### config.mk
export PLATFORM = sky130hd
export DESIGN_NAME = unidade_load_store
export DESIGN_NICKNAME = d
export VERILOG_FILES = /design/src/rtl/unidade_load_store.sv
export SDC_FILE = /design/constraint.sdc
export NUM_CORES = 1
export LEC_CHECK = 0
export BUFFER_PORTS_ARGS = -buffer_cell sky130_fd_sc_hd__buf_2
export CELL_PAD_IN_SITES_DETAIL_PLACEMENT = 0
export CELL_PAD_IN_SITES_GLOBAL_PLACEMENT = 2
export CORE_MARGIN = 3
export CORE_UTILIZATION = 29
export DETAILED_ROUTE_END_ITERATION = 7
export HOLD_SLACK_MARGIN = 0.1
export MAX_ROUTING_LAYER = met4
export PLACE_DENSITY_LB_ADDON = 0.1
export SETUP_SLACK_MARGIN = 0.1
export SLEW_MARGIN = 15
export SYNTH_ARGS = -nofsm -noshare
export SYNTH_HDL_FRONTEND = slang
export SYNTH_SLANG_ARGS = --single-unit
export TNS_END_PERCENT = 50
### constraint.sdc
create_clock -name clk -period 6.5 [get_ports clk]
set_input_delay 0 -clock clk [delete_from_list [all_inputs] [get_ports clk]]
set_output_delay 0 -clock clk [all_outputs]
set_load 0.01 [all_outputs]
### src/rtl/unidade_load_store.sv
`default_nettype none
// ============================================================================
// Module      : unidade_load_store
// Description : Load/store unit with a three-state IDLE/ACCESS/RESP sequencer.
//               It drives a fixed-latency data memory, aligns store data and
//               byte enables to the lane, and extends load data.
//               Optional build macro: MISALIGN_TRAP_EN makes misaligned
//               accesses return an error instead of being force-aligned.
// Revision    : 1.0 - initial release
// ============================================================================
module unidade_load_store #(
    parameter int XLEN    = 64,
    parameter int ADDR_W  = 64,
    parameter int MEM_LAT = 1
) (
    input  logic              clk,
    input  logic              rst,
    input  logic              req_valid,
    output logic              req_ready,
    input  logic              req_we,
    input  logic [1:0]        req_size,
    input  logic              req_unsigned,
    input  logic [ADDR_W-1:0] req_addr,
    input  logic [XLEN-1:0]   req_wdata,
    output logic              rsp_valid,
    input  logic              rsp_ready,
    output logic [XLEN-1:0]   rsp_rdata,
    output logic              rsp_err,
    output logic [ADDR_W-1:0] mem_addr,
    output logic              mem_wr,
    output logic [XLEN-1:0]   mem_wdata,
    output logic [XLEN/8-1:0] mem_wmask,
    input  logic [XLEN-1:0]   mem_rdata
);

    localparam int c_NUM_BYTES = XLEN / 8;
    localparam int c_OFF_W     = $clog2(c_NUM_BYTES);
    localparam int c_CNT_W     = (MEM_LAT > 1) ? $clog2(MEM_LAT) : 1;
    localparam logic [c_CNT_W-1:0] c_LAST_CNT = c_CNT_W'(MEM_LAT - 1);

    typedef enum logic [1:0] {
        IDLE   = 2'd0,
        ACCESS = 2'd1,
        RESP   = 2'd2
    } state_t;

    state_t                 r_state;
    state_t                 w_nextState;

    logic [ADDR_W-1:0]      r_addr;
    logic [1:0]             r_size;
    logic                   r_we;
    logic                   r_unsigned;
    logic                   r_err;
    logic [XLEN-1:0]        r_wdata;
    logic [XLEN-1:0]        r_rdata;
    logic [c_CNT_W-1:0]     r_latCnt;

    logic [2:0]             w_alignMask;
    logic                   w_sizeBad;
    logic                   w_reqErr;
    logic [ADDR_W-1:0]      w_effAddr;
    logic                   w_accept;
    logic                   w_inAccess;
    logic                   w_lastAccess;
    logic [c_OFF_W-1:0]     w_offset;
    logic [c_OFF_W+2:0]     w_shamt;
    logic [XLEN-1:0]        w_shifted;
    logic [XLEN-1:0]        w_loadExt;
    logic [c_NUM_BYTES-1:0] w_laneEn;

    // Address bits that must be zero for a naturally aligned access.
    always_comb begin
        w_alignMask = 3'b000;
        case (req_size)
            2'b00:   w_alignMask = 3'b000;
            2'b01:   w_alignMask = 3'b001;
            2'b10:   w_alignMask = 3'b011;
            default: w_alignMask = 3'b111;
        endcase
    end

    assign w_sizeBad = (XLEN == 32) && (req_size == 2'b11);

`ifdef MISALIGN_TRAP_EN
    assign w_reqErr  = w_sizeBad | (|(req_addr[2:0] & w_alignMask));
    assign w_effAddr = req_addr;
`else
    assign w_reqErr  = w_sizeBad;
    assign w_effAddr = req_addr & ~ADDR_W'(w_alignMask);
`endif

    assign w_accept     = req_valid && (r_state == IDLE);
    assign w_inAccess   = (r_state == ACCESS);
    // Stores need a single write cycle; loads wait out the memory latency.
    assign w_lastAccess = r_we || (r_latCnt == c_LAST_CNT);
    assign w_offset     = r_addr[c_OFF_W-1:0];
    assign w_shamt      = {w_offset, 3'b000};

    always_ff @(posedge clk or posedge rst) begin
        if (rst) begin
            r_state <= IDLE;
        end else begin
            r_state <= w_nextState;
        end
    end

    always_comb begin
        w_nextState = r_state;
        case (r_state)
            IDLE: begin
                if (req_valid) begin
                    w_nextState = w_reqErr ? RESP : ACCESS;
                end
            end
            ACCESS: begin
                if (w_lastAccess) begin
                    w_nextState = RESP;
                end
            end
            RESP: begin
                if (rsp_ready) begin
                    w_nextState = IDLE;
                end
            end
            default: w_nextState = IDLE;
        endcase
    end

    always_ff @(posedge clk or posedge rst) begin
        if (rst) begin
            r_addr     <= '0;
            r_size     <= '0;
            r_we       <= 1'b0;
            r_unsigned <= 1'b0;
            r_err      <= 1'b0;
            r_wdata    <= '0;
            r_rdata    <= '0;
            r_latCnt   <= '0;
        end else if (w_accept) begin
            r_addr     <= w_effAddr;
            r_size     <= req_size;
            r_we       <= req_we;
            r_unsigned <= req_unsigned;
            r_err      <= w_reqErr;
            r_wdata    <= req_wdata;
            r_rdata    <= '0;
            r_latCnt   <= '0;
        end else if (w_inAccess) begin
            r_latCnt <= r_latCnt + c_CNT_W'(1);
            if (!r_we && w_lastAccess) begin
                r_rdata <= w_loadExt;
            end
        end
    end

    // Bring the addressed bytes down to bit 0, then extend to full width.
    assign w_shifted = mem_rdata >> w_shamt;

    always_comb begin
        w_loadExt = w_shifted;
        case (r_size)
            2'b00: w_loadExt = r_unsigned ? XLEN'(w_shifted[7:0])
                                          : XLEN'($signed(w_shifted[7:0]));
            2'b01: w_loadExt = r_unsigned ? XLEN'(w_shifted[15:0])
                                          : XLEN'($signed(w_shifted[15:0]));
            2'b10: w_loadExt = r_unsigned ? XLEN'(w_shifted[31:0])
                                          : XLEN'($signed(w_shifted[31:0]));
            default: w_loadExt = w_shifted;
        endcase
    end

    always_comb begin
        w_laneEn = '0;
        for (int i = 0; i < c_NUM_BYTES; i++) begin
            w_laneEn[i] = (i < (1 << r_size));
        end
    end

    assign req_ready = (r_state == IDLE);
    assign rsp_valid = (r_state == RESP);
    assign rsp_err   = rsp_valid & r_err;
    assign rsp_rdata = (rsp_valid && !r_err) ? r_rdata : '0;

    // Memory-side outputs are qualified by state so reset clears them at once.
    assign mem_wr    = w_inAccess && r_we && (r_latCnt == '0);
    assign mem_addr  = w_inAccess ? {r_addr[ADDR_W-1:c_OFF_W], {c_OFF_W{1'b0}}} : '0;
    assign mem_wdata = mem_wr ? (r_wdata << w_shamt) : '0;
    assign mem_wmask = mem_wr ? (w_laneEn << w_offset) : '0;

endmodule
`default_nettype wire
[Yosys cells after proc, flatten, opt, wreduce, memory -nomap -nowiden]
Index checks and enable logic that the tools add are counted.
Word-level totals
  register bits after elaboration: 199
  input bits: 200
  output and inout port bits: 204
  word-level logic and storage cells: 64
Cells by class
  $add $sub $neg: 1
  magnitude comparators: 8
  eq/ne operators: 9
  shift-type cells: 4
  muxes and demuxes: 18
  bitwise operators: 3
  reduce and logical (&&, ||, !) cells: 13
Operator list (count)
  64-bit 2-to-1 mux: 9
  64-bit one-hot mux with 3 select lines: 1
  4-bit by 32-bit less-than comparator with 1-bit output, first input constant: 4
  64-bit AND: 1
  3-bit by 32-bit less-than comparator with 1-bit output, first input constant: 2
  3-bit inverter with 64-bit output: 1
  64-bit by 6-bit left shift with 64-bit output: 1
  64-bit by 6-bit right shift with 64-bit output: 1
  1-bit by 32-bit less-than comparator with 1-bit output, first input constant: 1
  2-bit by 32-bit less-than comparator with 1-bit output, first input constant: 1
  1-bit by 2-bit left shift with 32-bit output, first input constant: 1
  3-bit one-hot mux with 3 select lines: 1
  8-bit 2-to-1 mux: 1
  8-bit by 3-bit left shift with 8-bit output: 1
  2-bit by 1-bit equality test with 1-bit output, second input constant: 3
  2-bit equality test, second input constant: 3
  2-bit zero test: 3
  2-bit 2-to-1 mux: 3
  2-bit one-hot mux with 3 select lines: 1
  1-bit logical AND: 4
  2-bit by 1-bit != test with 1-bit output, second input constant: 2
  2-bit nonzero test: 2
  3-bit AND reduction: 1
  1-bit 2-to-1 mux: 2
  6 further kinds: 6

[Logic depth before layout (Yosys ltp)]
Gate-level depths: netlist of the first run.
  depth in word-level cells: 6
  gate-level depth with buffers: 9
  gate-level depth less buffers: 5

[Least setup slack after synthesis of the first run]
No wires, ideal clock.
  path type: register -> register
  from: register r_addr[1]
  to: register r_rdata[45]
  library setup time: 144 ps
  arrival time: 1809 ps
  required time: 6356 ps
  setup slack: 4548 ps
  stages on the path, launching flop included: 8
  buffers on the path: 2
  clock period less this slack: 1952 ps
  cell sequence: dfrtp_1 > buf_6 > mux2_4 > or3_1 > nand4_2 > nor3b_4 > buf_6 > o31ai_2
Between the ends
  cells in the longest elaborated chain, start to end: 6
  elaborated cells between the ends (all ways): 8
  classes of those cells: shift: 1; mux: 7
Ends and longest elaborated chain
  from (decl): line 50  | logic [ADDR_W-1:0] r_addr;
  from (signal assigned): line 141  | r_addr <= w_effAddr;
  64-bit by 6-bit right shift with 64-bit output (*): line 158  | assign w_shifted = mem_rdata >> w_shamt;
  64-bit 2-to-1 mux, on equally long branches: line 167, 163, 165
  64-bit one-hot mux with 3 select lines (*): line 162  | case (r_size)
  64-bit 2-to-1 mux (*): line 151  | if (!r_we && w_lastAccess) begin
  64-bit 2-to-1 mux (*): line 149  | end else if (w_inAccess) begin
  64-bit 2-to-1 mux (*): line 140  | end else if (w_accept) begin
  to (signal assigned): line 152  | r_rdata <= w_loadExt;
  to (decl): line 56  | logic [XLEN-1:0] r_rdata;
Mark *: on every way between the ends. The rest lies on a longest branch, timed or not. The select of a mux whose other input is x is not followed.
A chain may end at the register's enable or synchronous reset.

[Worst setup path after layout of the first run]
  from: register r_addr[0]
  to: output mem_wdata[51]
Between the ends
  cells in the longest elaborated chain, start to end: 2
Ends and longest elaborated chain
  64-bit by 6-bit left shift with 64-bit output: line 188  | assign mem_wdata = mem_wr ? (r_wdata << w_shamt) : '0;
  64-bit 2-to-1 mux: line 188
  to (decl): line 31  | output logic [XLEN-1:0] mem_wdata,
Every way passes these cells.

==> run summary, run 1 <==
On the final layout, the worst clock skew is 0.01229 ns. The fraction of final layout cells with drive strength greater than 1 was 27.27%; the netlist area before placement was 0.01215 mm². Max-cap violations in this run came to 0. The analysis attributes to cell leakage a power of 8.457 nW. The detail route stage leaves a number of antenna-violating nets equal to 0. The total vias in the final route came out at 12,180. The run gives 0 as the final setup violation count. The wire-length estimate of the detail-placed layout is 35.64 mm.

Row generation in the floorplan step produced 74 rows. The worst setup path is of the flop to output port kind. The first global-routing pass estimated 76.10 mm of wire. The run gives 0 as the final hold violation count.

Routability-driven placement finished with a final weighted congestion of 0.8189. The flip-flop and latch count after synthesis works out to 199. The netlist uses 52 different library cells.

Synthesis handed over a netlist of 1,466 instances. The first-pass iteration count of the detailed router is 6, and the share of the yosys chip area belonging to registers is 40.99%. The maximum root-to-sink buffer count was 2. After routing, the total negative slack on setup checks comes to 0 ns. The kind of capture point of the worst setup path is an output port. The count of buffers from port buffering works out to 399. The filler cells instantiated in the layout total 4,370. In the routed design, unresolved DRC markers number 0.

The post-placement cell area was 0.01444 mm². The via density per instance was 4.907. After detailed routing, the total wire length is 50.59 mm.

In this run, CTS created clock tree buffers numbering 17. The number of global-route vias before repair was 12,780. The most used flip-flop cell after synthesis was sky130_fd_sc_hd__dfrtp_1. Pin placement for this block handled 404 I/O pins. IR analysis of the VDD net gives a maximum drop of 278.6 µV. Compared with the post-synthesis result, the final layout area differs by 36.55%. The worst min-delay path category is input port to flop. CTS placed an instance of sky130_fd_sc_hd__clkbuf_16 at the clock tree root.

After clock tree synthesis, the clock-pin slew on the worst setup and hold paths is 0.08 ns. Setup repair after global routing left no endpoint under its margin. From bottom edge to top edge, the die measures 210.7 µm. The fraction of registers with async set or reset after synthesis is 100.0%, and the depth of the CTS H-tree is 4.

The number of enable-type register cells in the synthesized netlist is 0, and the data required time at the worst endpoint is 6.50 ns. The pin count of the biggest net entering global routing is 130, and the clock insertion delay at the later pin of the skew report is 0.45 ns. Area of the placeable core: 0.04111 mm². STA classifies the critical path startpoint as a flop. For the number of gates given a new drive strength after cts, the log shows 0.

The mean cell area of the mapped netlist is 8.287 µm². The clock period could shrink to 3.784 ns. The number of antenna violations at the first check in global routing is 4, and the width of the die is 210.7 µm.

The run finished with clean final reports. Timing would allow up to 264.3 MHz. Data arrives at the worst endpoint at 3.78 ns. TritonCTS built the clock tree. After routing the design area is 0.01659 mm². Across every metal layer, demand over resource in global routing totals 23.03%. At the pin with the least slew margin, the transition time is 1.075 ns.

After detailed routing, the average wire length per cell comes to 20.37 µm. The initial utilization of the core area, before any placement, comes to 29.55%. The worst pin sits at a relative slew slack of 28.33%. The final cycle utilization of the critical path was 58.21%; the number of warnings issued by yosys was 0. The tools report the final global-route overflow total as 0. The die covers 0.04439 mm².

In this run the power density over the cells is 421.3 mW/mm². The tools report the number of pins with negative max-slew slack in the final report as 0. For this run, the post-layout net count is 2,134.

The number of clock sinks was 199; the number of violations reported at the end of detailed-routing iteration 0 was 671. Along the worst path, the maximum fanout reaches 79.
==> worst max-delay path: stages (launching register included) <==
cell and delay (ns):
sky130_fd_sc_hd__dfrtp_4 0.96, sky130_fd_sc_hd__buf_4 0.84, sky130_fd_sc_hd__nor2b_1 0.73, sky130_fd_sc_hd__nand2_1 0.12, sky130_fd_sc_hd__o21ai_0 0.16, sky130_fd_sc_hd__mux2i_1 0.14, sky130_fd_sc_hd__nor2_1 0.19, sky130_fd_sc_hd__buf_2 0.17
==> routing by layer <==
layer	routed length, µm	GRT usage, %
met3	2159	4.114
met1	21790	28.34
met5	0	-
met2	25750	39.50
met4	892	5.497
==> stage by stage <==
stage	std cells	total power [mW]	hold slack (ns)	setup slack, ns	utilization [%]
finish	2483	6.988	0.1246	2.716	40.35
global route	2483	7.528	0.1148	2.407	40.35
CTS	2479	7.085	0.1015	2.657	40.33
detailed placement	2292	5.863	0.1927	2.969	35.13
global placement	2292	5.836	0.1912	3.012	35.13
floorplan	1469	4.630	0.1054	1.074	-
==> cells by family after synthesis <==
logic type	share of synthesized area [%]
other cells	0.03087
compound gates	13.80
mux	11.46
xor+xnor	0.07210
buf+inv	4.799
flops	40.99
simple gates	28.85
==> worst paths after layout <==
path                                  to  slack [ns]  depth (start not counted)           from
setup / recovery           mem_wdata[51]        2.72                          7      r_addr[0]
hold / removal                r_rdata[0]        0.12                          5  mem_rdata[40]
setup reg to reg             r_rdata[49]        3.02                          7      r_addr[0]
hold reg to reg               r_addr[16]        0.47                          2     r_addr[16]
max in group asynchronous    r_wdata[19]        4.62                          4            rst
min in group asynchronous     r_addr[19]        0.32                          3            rst
==> registers in the layout, indices dropped and copies added, names as in the netlist <==
signal / count
r_we: 1
r_latCnt: 1
r_rdata: 64
r_unsigned: 1
r_size: 2
r_addr: 64
r_wdata: 64
r_state: 2
==> layout make-up <==
type                       instances  area (µm²)  share of cell area [%]
tap                              532       665.6                   4.012
inverter                           6       30.03                  0.1810
sequential                       199        4989                   30.07
antenna                            4       10.01                 0.06034
clock buffer                      18       439.2                   2.647
timing repair buffer             571        3676                   22.16
multi-input combinational       1139        6633                   39.98
clock inverter                    14       147.6                  0.8900
==> power breakdown <==
part	internal [mW]	switching [mW]	total, mW	leakage (nW)
combinational	1.38	2.18	3.55	5.63
clock	0.583	0.532	1.11	0.288
sequential	1.77	0.551	2.32	2.53
==> synth_stat cells, drive strengths merged (6+ instances only) <==
cell	count	area [µm²]
nand2b	6	37.54
a211oi	26	195.2
mux2i	72	720.7
nor2b	19	118.9
o32ai	15	131.4
o2bb2ai	7	61.31
a221oi	10	87.58
o31ai	16	190.2
a221o	7	70.07
clkbuf	80	300.3
a31oi	15	93.84
a21oi	43	215.2
and2	149	932.1
nand2	475	1783
a22oi	8	60.06
mux4	17	382.9
inv	6	22.52
o21ai	69	367.9
a2111o	9	101.4
buf	45	260.3
mux2	25	289.0
nor2	85	324.1
dfrtp	199	4980
and3	16	100.1
o22ai	7	43.79
nor3	12	70.07
==> cells in the final DEF (no fill, tap or decap), drive strengths merged, types with 2 or more instances in the layout <==
cell         count
diode            4
a221o            7
mux2i           72
conb             4
a22o             2
and3            16
nand4            2
bufinv           2
clkinv           5
a31oi           15
a21oi           43
or2              4
and2           149
o31ai           16
mux2            25
dlygate4sd3    155
nor3            12
nand3            5
dfrtp          199
o2bb2ai          7
mux4            17
o32ai           15
nor3b            2
o22ai            7
nor2b           19
or3              3
a211oi          26
o21ai           69
buf            416
clkinvlp         2
a221oi          10
clkbuf          18
a2111o           9
nand3b           2
nand2b           6
inv             11
a22oi            8
nand2          475
nor2            85
==> timing repair <==
item	CTS	global route
buffers inserted	0	0
hold buffers	155	0
endpoints found under the hold margin	294	0
(Power assumes the default switching activity.)
==> run 2: changes to the inputs <==
--- a/config.mk
+++ b/config.mk
@@ -5,11 +5,12 @@
 export SDC_FILE = /design/constraint.sdc
 export NUM_CORES = 1
 export LEC_CHECK = 0
+export ABC_AREA = 1
 export BUFFER_PORTS_ARGS = -buffer_cell sky130_fd_sc_hd__buf_2
 export CELL_PAD_IN_SITES_DETAIL_PLACEMENT = 0
 export CELL_PAD_IN_SITES_GLOBAL_PLACEMENT = 2
 export CORE_MARGIN = 3
-export CORE_UTILIZATION = 29
+export CORE_UTILIZATION = 27
 export DETAILED_ROUTE_END_ITERATION = 7
 export HOLD_SLACK_MARGIN = 0.1
 export MAX_ROUTING_LAYER = met4
==> constraint.sdc (replaced) <==
create_clock -name clk -period 3.5 [get_ports clk]
set_input_delay 0 -clock clk [delete_from_list [all_inputs] [get_ports clk]]
set_output_delay 0 -clock clk [all_outputs]
set_load 0.01 [all_outputs]
==> run summary, run 2 <==
The run finished with clean final reports. For this run, the post-layout net count is 2,555. The largest registers in the layout are r_addr: 64 flops, r_rdata: 64 flops, r_wdata: 64 flops.

For this design the ratio of total power to cell area is 759.8 mW/mm². The CTS buffer count is 17, and the fraction of final layout cells with drive strength greater than 1 is 20.06%. The total vias in the final route was 13,760; the maximum root-to-sink buffer count was 2. The largest fanout on the critical path was 46; the netlist area before placement was 0.01227 mm². The synthesized design devotes to its leading area cell type 40.59% of total area.

After synthesis, the cell types taking the most area are sky130_fd_sc_hd__dfrtp_1 41%, sky130_fd_sc_hd__nand2_1 20%, sky130_fd_sc_hd__o21ai_0 8.9%. For the share of the yosys chip area belonging to registers, the log shows 40.59%. The source of the worst register-to-register timing path was r_addr[0]. Startpoint-to-endpoint class of the critical path: flop to flop. The final setup violation count is 0, and the via density per instance is 4.645. The overall global routing resource usage is 23.42%. The number of enable-type register cells in the synthesized netlist is 0. From synthesis to final layout, the design area changed by 39.26%. The final global-route overflow total is 0. Biggest area consumer among synthesized cells: sky130_fd_sc_hd__dfrtp_1.

For the area of the placeable core, the log shows 0.04451 mm². The tightest min-delay check is of the input port to flop type. Entering global routing, the biggest net connects 143 pins. Clock tree synthesis found a total of 199 sinks. The footprint of the flip-flops and latches is 0.004987 mm². Once placement finished, the instance area stood at 0.01460 mm².

The commonest non-fill, non-tap cell in the layout is sky130_fd_sc_hd__nand2_1. The tools report the number of distinct library cells after synthesis as 35. The tool flagged a number of max-cap violations equal to 0.

Ranked by instance count, the synthesized netlist is headed by 641 x sky130_fd_sc_hd__nand2_1, 217 x sky130_fd_sc_hd__o21ai_0, 199 x sky130_fd_sc_hd__dfrtp_1. The number of violations reported at the end of detailed-routing iteration 0 was 854. The width of the die works out to 219.2 µm. In this run the critical register-to-register path is captured at r_rdata[0]. The number of antenna-violating nets in the routed design is 0. Hold is met by 0.1228 ns. The startpoint type of the worst setup path is a flop. Along the worst hold path, the cell count comes to 7. For this block, the routed nets add up to 54.69 mm of wire. In the synthesized netlist the async set-or-reset flop fraction comes to 100.0%. Depth of the CTS H-tree: 4. For flop-to-flop paths, the worst setup slack is 0.41 ns. Endpoint with the worst hold slack: r_rdata[3].

The multi-input combinational cells in the finished layout cover a total of 0.005946 mm². The total non-filler cell area in the finished layout was 0.01708 mm². The first global-routing pass estimated 82.61 mm of wire. For this run, the leading register cell type out of synthesis is sky130_fd_sc_hd__dfrtp_1.

Static power due to leakage: 8.976 nW. Leaving out fill and tap cells, the most frequent cells in the layout are 641 x sky130_fd_sc_hd__nand2_1, 399 x sky130_fd_sc_hd__buf_2, 217 x sky130_fd_sc_hd__o21ai_0. The number of warnings issued by yosys came out at 0. The startpoint of the worst hold path is mem_rdata[43].

After detailed routing, the average wire length per cell comes to 18.46 µm. Once the floorplan was initialized, standard cells occupied 27.56% of the core. The flip-flop and latch count after synthesis is 199, and the mean cell area of the mapped netlist is 6.589 µm².

At the end of routability-driven placement, the weighted congestion stood at 0.8403. The height of the die was 219.2 µm. The floorplan has 77 rows. Number of antenna violations at the first check in global routing: 3.

At the pin with the least slew margin, the transition time is 0.8700 ns. The clock-pin transition on the worst setup and hold timing paths came out at 0.08 ns. Detailed placement ended at an HPWL of 39.27 mm. The run gives 1,862 as the cell count after synthesis. The die covers 0.04803 mm². The final cycle utilization of the critical path was 88.18%.

The root buffer cell chosen for the clock tree is sky130_fd_sc_hd__clkbuf_16. The logs give 0 for the final hold violation count and 4,984 for the count of filler cells inserted in the layout. The count of buffers from port buffering was 399; the maximum operating frequency was 324.0 MHz. The number of global-route vias before repair is 14,170. VDD sags by at most 464.8 µV. Pin placement for this block handled 404 I/O pins. The pre-antenna-repair detailed-routing pass consisted of 5 iterations. TritonCTS built the clock tree.

Clock skew on the completed layout was measured at 0.01545 ns. The time the worst path needs with I/O delays and setup is 3.086 ns, and the clock insertion delay at the later pin of the skew report is 0.51 ns. Data required time at the worst endpoint: 3.91 ns.

The worst pin sits at a relative slew slack of 41.81%. Most instantiated library cell after synthesis: sky130_fd_sc_hd__nand2_1. Setup repair after global routing left no endpoint under its margin. For this run, design rule violations remaining after detail routing come to 0. Data on the critical path arrives at its endpoint at 3.50 ns. The kind of capture point of the worst setup path is a flop. The final total negative setup slack was 0 ns; the number of cells on the worst reg-to-reg path was 8.

The tools report the number of pins with negative max-slew slack in the final report as 0.
[run 2: cell count changes in the layout (fill, tap and decap cells not counted), sizes merged, moves of 30 or more]
| cell | previous run | this run |
|---|---|---|
| mux2i | 72 | 14 |
| nand3 | 5 | 120 |
| and2 | 149 | 0 |
| dlygate4sd3 | 155 | 185 |
| nor2 | 85 | 180 |
| nand2 | 475 | 643 |
| inv | 11 | 185 |
| o21ai | 69 | 252 |
[run 2: critical path: stages (launching register included)]
cell,delay [ns]
sky130_fd_sc_hd__dfrtp_4,0.57
sky130_fd_sc_hd__inv_2,0.29
sky130_fd_sc_hd__buf_4,0.51
sky130_fd_sc_hd__nand2_1,0.14
sky130_fd_sc_hd__a21oi_1,0.15
sky130_fd_sc_hd__dlygate4sd3_1,0.57
sky130_fd_sc_hd__o31ai_1,0.07
sky130_fd_sc_hd__dlygate4sd3_1,0.57
sky130_fd_sc_hd__o21ai_0,0.08
[run 2: timing repair]
| item | in CTS | in global routing |
|---|---|---|
| endpoints found under the setup margin | 0 | 4 |
| hold endpoints to repair | 366 | 0 |
| setup buffers | 0 | 1 |
| gates resized for setup | 0 | 1 |
| hold buffers | 185 | 0 |
[run 2: final cells by class]
type                            count  share of cell area, %
Antenna cell                        3                0.04394
Clock buffer                       21                  2.637
Timing Repair Buffer              610                  24.01
Inverter                          187                  4.138
Multi-Input combinational cell   1340                  34.80
Clock inverter                     11                 0.8349
Tap cell                          592                  4.336
Sequential cell                   199                  29.19
[run 2: metal layers]
| layer | vias to the layer above | wire length [µm] | part of all wire [%] | global-route usage, % |
|---|---|---|---|---|
| li1 | 6863 | - | - | - |
| met1 | 6471 | 23740 | 43 | 28.72 |
| met2 | 357 | 26490 | 48 | 38.37 |
| met3 | 72 | 2669 | 4.9 | 4.459 |
| met4 | 0 | 1789 | 3.3 | 8.857 |
| met5 | - | 0 | 0 | - |
[run 2: metrics by stage]
step,util (%),setup WS [ns],power [mW],std cells
after floorplan,-,0.9257,8.297,1865
after global placement,32.81,1.025,10.61,2742
after detailed placement,32.81,1.008,10.62,2742
after CTS,38.30,0.1923,13.12,2959
after global routing,38.38,0.2020,14.17,2963
final,38.38,0.4137,12.98,2963
[run 2: logic make-up (layout without fill, tap and decap cells)]
group	count (synthesis)	after routing	synth area share [%]
buf+inv	326	829	11.21
flops	199	199	40.59
other cells	1	7	0.03057
mux	14	14	1.142
simple gates	946	946	30.68
compound gates	376	376	16.35
[run 2: worst max-delay path by stage]
stage               startpoint           to  slack (ns)
floorplan                  rst    r_addr[0]        0.93
global placement     r_addr[1]  r_rdata[63]        1.03
detailed placement   r_addr[0]  r_rdata[63]        1.01
CTS                  r_addr[1]   r_rdata[5]        0.19
global route         r_addr[0]   r_rdata[0]        0.20
finish               r_addr[0]   r_rdata[0]        0.41
[run 2: power by group]
group | switching (mW) | internal [mW]
Combinational | 4.85 | 2.26
Clock | 1.04 | 1.09
Sequential | 0.513 | 3.23
Total | 6.40 | 6.58
==> run 3: changes to the inputs <==
--- a/config.mk
+++ b/config.mk
@@ -5,12 +5,12 @@
 export SDC_FILE = /design/constraint.sdc
 export NUM_CORES = 1
 export LEC_CHECK = 0
-export ABC_AREA = 1
+export ABC_AREA = 0
 export BUFFER_PORTS_ARGS = -buffer_cell sky130_fd_sc_hd__buf_2
 export CELL_PAD_IN_SITES_DETAIL_PLACEMENT = 0
 export CELL_PAD_IN_SITES_GLOBAL_PLACEMENT = 2
 export CORE_MARGIN = 3
-export CORE_UTILIZATION = 27
+export CORE_UTILIZATION = 29
 export DETAILED_ROUTE_END_ITERATION = 7
 export HOLD_SLACK_MARGIN = 0.1
 export MAX_ROUTING_LAYER = met4
==> constraint.sdc (replaced) <==
create_clock -name clk -period 2.9 [get_ports clk]
set_input_delay 0 -clock clk [delete_from_list [all_inputs] [get_ports clk]]
set_output_delay 0 -clock clk [all_outputs]
set_load 0.01 [all_outputs]
==> run summary, run 3 (synthesis gave the netlist of run 1 again) <==
Leaving out fill and tap cells, the most frequent cell in the layout is sky130_fd_sc_hd__nand2_1. 404 I/O pins were placed. The number of antenna-violating nets in the routed design came out at 0.

The setup slack on the worst flop-to-flop path was 0.35 ns. In the detailed route, the total length drawn on met2 is 25.99 mm. The run gives 7.545 mW as the power spent charging and discharging nets. For the pin count of the biggest net entering global routing, the log shows 137. Post-detailed-route DRC marker count: 0. The startpoint-to-endpoint class of the critical path is flop to output port. The number of buffers and inverters on the critical path is 3. At the later pin of the worst-skew pair, clock insertion delay measures 0.47 ns. The final global-route overflow total was 0.

The largest registers in the layout are r_addr: 64 flops, r_rdata: 64 flops, r_wdata: 64 flops. The run gives 0.8528 as the global placement routability congestion. The core region is 0.04111 mm². The final cycle utilization of the critical path is 89.29%. The total non-filler cell area in the finished layout was 0.01698 mm²; the power per cell area was 952.0 mW/mm². The number of antenna violations at the first check in global routing is 4. The number of global-route vias before repair is 12,940. At the pin with the least slew margin, the transition time is 1.022 ns. The tools report the source of the worst register-to-register timing path as r_addr[1].

The first global-routing pass estimated 78.08 mm of wire. For the cell row count, the log shows 74. The tools report the maximum operating frequency as 386.2 MHz. The fraction of final layout cells with drive strength greater than 1 is 28.09%, and the time the worst path needs with I/O delays and setup is 2.589 ns.

For the aggregate routed wire length, the log shows 52.09 mm. The signal on the critical path passes through buf_16 -> nor2b_1 -> buf_4 -> nand2_1 -> o21ai_0 -> mux2i_1 -> nor2_1 -> buf_2. The critical path data arrival time was 2.59 ns. The count of buffers from port buffering was 399. TritonCTS built the clock tree. Total vias in the final route: 12,500. Using the TritonRoute via totals, the vias-per-cell ratio works out to 4.969. The die covers 0.04439 mm². For the number of nets in the final layout, the log shows 2,166. The worst setup path is captured at an output port. Per report_power, the combinational group accounts for 52.8% of the total.

Counting every sink on the clock net gives 199. The sequential power share was 31.0%. The clock passes through at most 2 buffers. The routed length on met1 came out at 22.33 mm. Summed over all cells, the static leakage comes to 8.656 nW.

The relative area change from synthesis to final layout came out at 39.72%. Clock skew: 0.01054 ns. The final total negative setup slack is 0 ns, and the number of pins with negative max-slew slack in the final report is 0. The worst min-delay path category was input port to flop. The final hold violation count is 0.

The met3 wire length was 2.840 mm; the depth of the CTS H-tree was 4. The tools report the endpoint of the most critical register-to-register path as r_rdata[38]. The worst-case IR drop observed on VDD is 527.5 µV. The flow ran to the end, and the final reports show no timing, DRC or antenna violations. At the worst endpoint, the required time is 2.90 ns.

The die is 210.7 µm wide. Measured in cells, the most critical reg-to-reg path has a length of 7. The final setup violation count is 0. Top layer reached by signal wires: met4. Summing all placed instances gives a cell area of 0.01468 mm². Routed wire length per instance: 20.71 µm. Counting instances, the worst hold path has a depth of 5.

In the layout the commonest cells are 473 x sky130_fd_sc_hd__nand2_1, 399 x sky130_fd_sc_hd__buf_2, 196 x sky130_fd_sc_hd__dfrtp_1. Clock-pin slew was measured on the worst setup and hold paths at 0.08 ns. In this run the clock root is driven by a sky130_fd_sc_hd__clkbuf_16. For this run, the detailed router's first-pass iteration total came to 5.

Net switching is 46.69% of the power. The worst hold path terminates at r_rdata[4]. The clock network burns 16.2% of the power. Cell-internal power: 8.615 mW. The largest fanout on the critical path is 78, and the delay of the slowest cell on the worst path is 0.56 ns.

Setup repair after global routing could not meet its margin everywhere. For this run, the total global-route usage over all layers was measured as 23.68%. In this run, CTS created clock tree buffers numbering 17. Headroom to the max-slew limit came out at 31.73%. The tools report the startpoint of the worst hold path as mem_rdata[36]. The count of filler cells inserted in the layout is 4,319, and the height of the die is 210.7 µm. Max-cap violations in this run came to 0.

The detailed router finished its first iteration with 720 violations. Slowest stage cell on the critical path: sky130_fd_sc_hd__dfrtp_4. The estimated wirelength of the detail-placed design is 37.11 mm. For this configuration, the core starts out at a cell density of 29.55%. STA classifies the critical path startpoint as a flop. Broken down by cell family, the worst path's largest delay share belongs to buffers and inverters.
[run 3: cell types whose count changed in the layout (fill, tap and decap cells not counted), moves of 28 or more]
| cell | before | now |
|---|---|---|
| sky130_fd_sc_hd__nor2_1 | 174 | 81 |
| sky130_fd_sc_hd__o21ai_0 | 217 | 63 |
| sky130_fd_sc_hd__nand2_1 | 641 | 473 |
| sky130_fd_sc_hd__a21oi_1 | 71 | 43 |
| sky130_fd_sc_hd__mux2i_1 | 14 | 72 |
| sky130_fd_sc_hd__inv_1 | 177 | 4 |
| sky130_fd_sc_hd__o21ai_1 | 35 | 0 |
| sky130_fd_sc_hd__nand3_1 | 118 | 5 |
| sky130_fd_sc_hd__and2_1 | 0 | 148 |
[run 3: per-stage QoR]
stage | power [mW] | instances | setup slack (ns) | util (%) | hold slack, ns
after CTS | 16.35 | 2508 | 0.1747 | 41.19 | 0.1003
final | 16.16 | 2515 | 0.3106 | 41.29 | 0.1158
after global routing | 17.39 | 2515 | 0.08047 | 41.29 | 0.1550
after floorplan | 10.38 | 1469 | 0.3257 | - | 0.1054
after detailed placement | 13.43 | 2313 | 0.5327 | 35.72 | 0.003542
after global placement | 13.37 | 2313 | 0.5738 | 35.72 | 0.006736
[run 3: layout make-up]
type | count | area (µm²) | share of cell area [%]
antenna | 4 | 10.01 | 0.05897
inverter | 6 | 26.28 | 0.1548
clock buffer | 18 | 439.2 | 2.587
tap | 532 | 665.6 | 3.921
multi-input combinational | 1139 | 6635 | 39.09
clock inverter | 14 | 178.9 | 1.054
sequential | 199 | 4989 | 29.39
timing repair buffer | 603 | 4031 | 23.75
[run 3: metal layers]
metal	GRT usage (%)	vias to the layer above
li1	-	5929
met4	5.958	0
met2	39.49	389
met5	-	-
met3	4.634	45
met1	29.71	6133
[run 3: worst reg2reg max path: stages (launching register included)]
cell,delay (ns)
sky130_fd_sc_hd__dfrtp_4,0.55
sky130_fd_sc_hd__buf_4,0.41
sky130_fd_sc_hd__mux2i_1,0.29
sky130_fd_sc_hd__dlygate4sd3_1,0.58
sky130_fd_sc_hd__nand2_1,0.06
sky130_fd_sc_hd__and3_1,0.24
sky130_fd_sc_hd__o21ai_0,0.19
sky130_fd_sc_hd__o21ai_0,0.10
[run 3: worst max-delay path by stage]
stage                    start            end  cells after the start
floorplan                  rst      r_addr[0]                      1
global placement     r_addr[1]    r_rdata[35]                      6
detailed placement   r_addr[1]    r_rdata[35]                      6
CTS                 r_state[0]  mem_wdata[40]                      6
global route         r_addr[0]  mem_wdata[51]                      8
finish               r_addr[0]  mem_wdata[55]                      8
[run 3: repair_timing]
item	in CTS	in global routing
hold buffers	163	0
setup endpoints to repair	0	5
hold endpoints to repair	361	0
gates resized for setup	0	2
buffers inserted	0	3
[run 3: power groups by stage]
stage	Sequential [mW]	Clock [mW]	Combinational, mW
6_report	5.01	2.62	8.53
5_1_grt	5.18	2.82	9.38
4_1_cts	5.02	2.73	8.60
3_5_place_dp	5.07	0	8.36
3_3_place_gp	5.03	0	8.33
2_1_floorplan	4.53	0	5.85
